File: src/rtl/idli_pkg.sv
// Shared types and constants for the idli core's SQI memory path.
// Pad direction, SQI sequencer states and serial SRAM command bytes.
package idli_pkg;

    typedef enum logic {
        SQI_MODE_IN,
        SQI_MODE_OUT
    } sqi_mode_t;

    typedef enum logic [2:0] {
        SQI_IDLE,
        SQI_CMD,
        SQI_ADDR,
        SQI_DUMMY,
        SQI_DATA
    } sqi_state_t;

    localparam logic [7:0] SQI_CMD_READ  = 8'h03;
    localparam logic [7:0] SQI_CMD_WRITE = 8'h02;

    // Command byte followed by the 24-bit byte address of a word.
    function automatic logic [31:0] sqi_frame(
        input logic        wr,
        input logic [15:0] addr
    );
        logic [7:0] cmd;
        cmd = wr ? SQI_CMD_WRITE : SQI_CMD_READ;
        return {cmd, 7'b0, addr, 1'b0};
    endfunction

endpackage

File: src/rtl/idli_sqi_ctrl.sv
// SQI pin sequencer for a 23LC1024-style serial SRAM in quad mode.
// One request at a time: command, address, turnaround, then a nibble burst.
module idli_sqi_ctrl
    import idli_pkg::*;
#(
    parameter int DUMMY_CYCLES = 2
) (
    input  logic        i_clk,
    input  logic        i_rst,
    input  logic        i_req,
    input  logic        i_wr,
    input  logic [15:0] i_addr,
    input  logic        i_end,
    output logic        o_ack,
    input  logic [3:0]  i_wdata,
    output logic        o_wdata_rd,
    output logic [3:0]  o_rdata,
    output logic        o_rdata_vld,
    output logic        o_sqi_cs,
    output sqi_mode_t   o_sqi_mode,
    output logic [3:0]  o_sqi_sio,
    input  logic [3:0]  i_sqi_sio
);

    localparam logic [2:0] DUMMY_LAST = 3'(DUMMY_CYCLES - 1);

    sqi_state_t  state;
    sqi_state_t  state_n;
    logic [2:0]  phase;
    logic [1:0]  nib;
    logic        end_pend;
    logic        wr_q;
    logic [31:0] sr;

    logic        in_idle;
    logic        in_data;
    logic        rd_sample;

    assign in_idle   = (state == SQI_IDLE);
    assign in_data   = (state == SQI_DATA);
    assign rd_sample = in_data && !wr_q;

    always_comb begin
        state_n = state;
        unique case (state)
            SQI_IDLE: begin
                if (i_req) state_n = SQI_CMD;
            end
            SQI_CMD: begin
                if (phase == 3'd1) state_n = SQI_ADDR;
            end
            SQI_ADDR: begin
                if (phase == 3'd5) state_n = wr_q ? SQI_DATA : SQI_DUMMY;
            end
            SQI_DUMMY: begin
                if (phase == DUMMY_LAST) state_n = SQI_DATA;
            end
            SQI_DATA: begin
                if (nib == 2'd3 && (end_pend || i_end)) state_n = SQI_IDLE;
            end
            default: state_n = SQI_IDLE;
        endcase
    end

    // Pin and handshake outputs decode directly from the registered state.
    always_comb begin
        o_ack      = in_idle && i_req;
        o_sqi_cs   = in_idle;
        o_wdata_rd = in_data && wr_q;
        o_sqi_mode = SQI_MODE_IN;
        o_sqi_sio  = 4'h0;
        unique case (state)
            SQI_CMD, SQI_ADDR: begin
                o_sqi_mode = SQI_MODE_OUT;
                o_sqi_sio  = sr[31:28];
            end
            SQI_DATA: begin
                if (wr_q) begin
                    o_sqi_mode = SQI_MODE_OUT;
                    o_sqi_sio  = i_wdata;
                end
            end
            default: ;
        endcase
    end

    always_ff @(posedge i_clk) begin
        if (i_rst) begin
            state       <= SQI_IDLE;
            phase       <= 3'd0;
            nib         <= 2'd0;
            end_pend    <= 1'b0;
            wr_q        <= 1'b0;
            sr          <= 32'h0;
            o_rdata     <= 4'h0;
            o_rdata_vld <= 1'b0;
        end else begin
            state <= state_n;

            if (in_idle || state_n != state) phase <= 3'd0;
            else                             phase <= phase + 3'd1;

            nib <= in_data ? nib + 2'd1 : 2'd0;

            if (state_n == SQI_IDLE)      end_pend <= 1'b0;
            else if (!in_idle && i_end)   end_pend <= 1'b1;

            if (in_idle && i_req) begin
                wr_q <= i_wr;
                sr   <= sqi_frame(i_wr, i_addr);
            end else if (state == SQI_CMD || state == SQI_ADDR) begin
                sr <= {sr[27:0], 4'h0};
            end

            o_rdata_vld <= rd_sample;
            if (rd_sample) o_rdata <= i_sqi_sio;
        end
    end

endmodule
File: config.mk
export PLATFORM = sky130hd
export DESIGN_NAME = idli_sqi_ctrl
export DESIGN_NICKNAME = d
export VERILOG_FILES = /design/src/rtl/idli_pkg.sv /design/src/rtl/idli_sqi_ctrl.sv
export SDC_FILE = /design/constraint.sdc
export NUM_CORES = 1
export LEC_CHECK = 0
export CORE_MARGIN = 2
export CORE_UTILIZATION = 61
export CTS_CLUSTER_SIZE = 14
export DETAILED_ROUTE_END_ITERATION = 7
export DONT_BUFFER_PORTS = 1
export GPL_TIMING_DRIVEN = 0
export PLACE_DENSITY = 0.77
export REMOVE_ABC_BUFFERS = 1
export SLEW_MARGIN = 30
export SYNTH_ARGS = -nofsm -noshare
export SYNTH_HDL_FRONTEND = slang
export SYNTH_SLANG_ARGS = --single-unit
File: constraint.sdc
create_clock -name i_clk -period 1.9 [get_ports i_clk]
set_clock_uncertainty 0.2 [all_clocks]
set_input_delay 0.19 -clock i_clk [delete_from_list [all_inputs] [get_ports i_clk]]
set_output_delay 0.19 -clock i_clk [all_outputs]
set_load 0.02 [all_outputs]
==> qor.yml <==
floorplanning:
  die_area_mm2: 0.00379
  initial_core_util_pct: 65.2
  die_height_um: 61.6
  core_area_mm2: 0.00310
  rows: 20
  die_w_um: 61.6
  boundaryPins: 42
timing:
  finalSetupViolCount: 0
  fmax_mhz: 539
  hold_viol: 0
  tightestPinTransition_ns: 0.567
  rsz0062_at_grt: "yes"
  min_period_over_period_pct: 97.7
  fin_crit_ns: 1.86
  relSlewSlack_pct: 62.2
  slew_violations: 0
  fin_setup_tns_ns: 0
synth:
  postSynthCellCount: 242
  synthSimpleGateAreaFrac_pct: 24.3
  synth-compound-area-share_pct: 21.5
  synth_cell_types: 41
  synth_xor_area_share_pct: 0.866
  synth_flop_cell: "dfxtp_1"
  ys_seq_elements: 46
  synth_top_family_by_area: "simple AND/OR/NAND/NOR gates"
  synthAdderAreaFrac_pct: 1.86
  async_flop_share_pct: 0
  ys_seq_area_share_pct: 45.5
  muxShareOfSynthArea_pct: 0
  synth-edff-count: 0
  netlist_area_mm2: 0.00202
  yosysWarningCount: 0
  synth.avg_cell_area_um2: 8.36
outcome:
  outcome: "complete, no violations"
drt:
  routed_via_density: 5.84
  drt_iter0_markers: 81
  antenna_left: 0
  finalWirelength_mm: 4.69
  wl_per_cell_um: 15.2
  dr_total_vias: 1806
  dr.pass1.iters: 4
  route.detailed.drc: 0
setup_path:
  path_class: "reg2out"
  required_ns: 1.51
  cp-start-kind: "register"
  crit_path_end_kind: "output port"
  crit_fanout: 6
  worstPathArrival_ns: 1.47
clock_tree:
  cts_sinks: 46
  cts-root-buf: "clkbuf_4"
  clock_latency_ns: 0.35
  cts_tree: "done"
  clk_pin_slew_ns: 0.14
  numCtsBuffers: 5
  clk_path_buf_depth: 2
  htreeDepth: 2
finish:
  area_growth_pct: 22.2
  n_antenna_cell: 0
  num-nets-final: 296
  instances_no_fill: 309
  post-route-util_pct: 79.6
  final_common_cell: "nand2_1"
  layout_common_cells: "68 x nand2_1, 43 x dfxtp_1, 23 x dlygate4sd3_1, 22 x a21oi_1, 21 x nor2_1"
  drive_gt1_share_pct: 17.4
pwr:
  power.leakage_nw: 0.917
  powerDensity_mw_per_mm2: 736
  ir_drop_mv: 0.574
placement:
  detailed_place_hpwl_mm: 2.76
  gp_congestion: 0.777
  place_inst: 268
  port-buffer-count: 0
global_route:
  grt_max_degree: 32
  grt_pass1_vias: 1736
  gr-total-overflow: 0
  gr-usage-all-layers_pct: 25.8
  antenna_found_initial: 0
  grt_pass1_wl_mm: 7.37
hold_path:
  min_path_type: "in2reg"
run:
  cap_violations: 0
-- final timing paths --
check        startpoint         end  slack (ns)  depth (start not counted)
max            state[0]  o_sqi_mode        0.04                          3
min reg2reg      nib[0]      nib[0]        0.25                          1
max reg2reg    state[1]       sr[7]        0.06                          6
min               i_end    state[2]        0.04                          4
-- final cells by class --
class | count | area [µm²]
Fill cell | 218 | 633
Timing Repair Buffer | 34 | 337
Clock buffer | 5 | 37.5
Clock inverter | 3 | 21.3
Inverter | 3 | 13.8
Multi-Input combinational cell | 174 | 1070
Tap cell | 44 | 55.1
Sequential cell | 46 | 932
-- layer usage --
metal | share of wire, % | GRT usage (%) | wire length (µm) | vias up
li1 | - | - | - | 875
met4 | 1.2 | 7.60 | 55 | 0
met2 | 51 | 44.8 | 2390 | 62
met1 | 43 | 31.6 | 2020 | 858
met3 | 4.8 | 6.30 | 226 | 11
met5 | 0 | 0 | 0 | -
-- logic make-up after synthesis --
logic type | after synthesis
compound gates | 56
xor+xnor | 2
fa+ha+maj | 3
buf+inv | 23
flops | 46
simple gates | 112
-- power breakdown --
part / switching (mW) / internal [mW] / leakage, nW
combinational: 0.178 / 0.130 / 0.509
sequential: 0.0330 / 1.01 / 0.377
clock: 0.323 / 0.144 / 0.0312
-- flip-flops by register name, indices dropped and copies added, names as in the netlist --
| signal | count |
|---|---|
| end_pend | 1 |
| nib | 2 |
| o_rdata | 4 |
| o_rdata_vld | 1 |
| phase | 3 |
| sr | 31 |
| state | 3 |
| wr_q | 1 |
-- synthesized netlist by cell type, types with 2 or more instances --
| cell | count | area share [%] |
|---|---|---|
| a21oi_1 | 22 | 5.4 |
| a22o_1 | 4 | 1.7 |
| a311oi_1 | 2 | 0.87 |
| a311oi_2 | 10 | 7.4 |
| a31oi_1 | 3 | 0.93 |
| and3b_1 | 2 | 0.87 |
| buf_2 | 11 | 2.7 |
| buf_4 | 3 | 1.1 |
| clkbuf_1 | 4 | 0.74 |
| dfxtp_1 | 46 | 46 |
| ha_1 | 3 | 1.9 |
| inv_1 | 2 | 0.37 |
| nand2_1 | 68 | 13 |
| nand3_1 | 4 | 0.99 |
| nor2_1 | 21 | 3.9 |
| nor2b_1 | 4 | 1.2 |
| nor3_1 | 3 | 0.74 |
| o21ai_0 | 6 | 1.5 |
| o21bai_1 | 2 | 0.74 |
-- metrics by stage --
step                      instance area [µm²]  worst slack [ns]  hold WS, ns  total power [mW]
after CTS                                2380           -0.0378     0.000872              1.79
after detailed placement                 2010            -0.222       0.0624              1.28
after floorplan                          1910            -0.623       0.0579              1.22
after global routing                     2470           -0.0485       0.0526              1.91
after global placement                   1970             -1.14       0.0616              1.26
final                                    2470            0.0443       0.0364              1.82
-- what timing repair did --
item,4_1_cts,5_1_grt
resized for setup,11,11
endpoints found under the hold margin,33,0
hold buffers,24,0
pin swaps,1,1
endpoints found under the setup margin,41,10
gates cloned,1,0
setup buffers,3,5
-- critical path, cell delays in order (launching register included) --
cell and delay, ns:
dfxtp_4 0.40, xor2_4 0.19, nor2b_4 0.16, or2_2 0.36
Note: power is estimated with default switching activity, not from simulation.
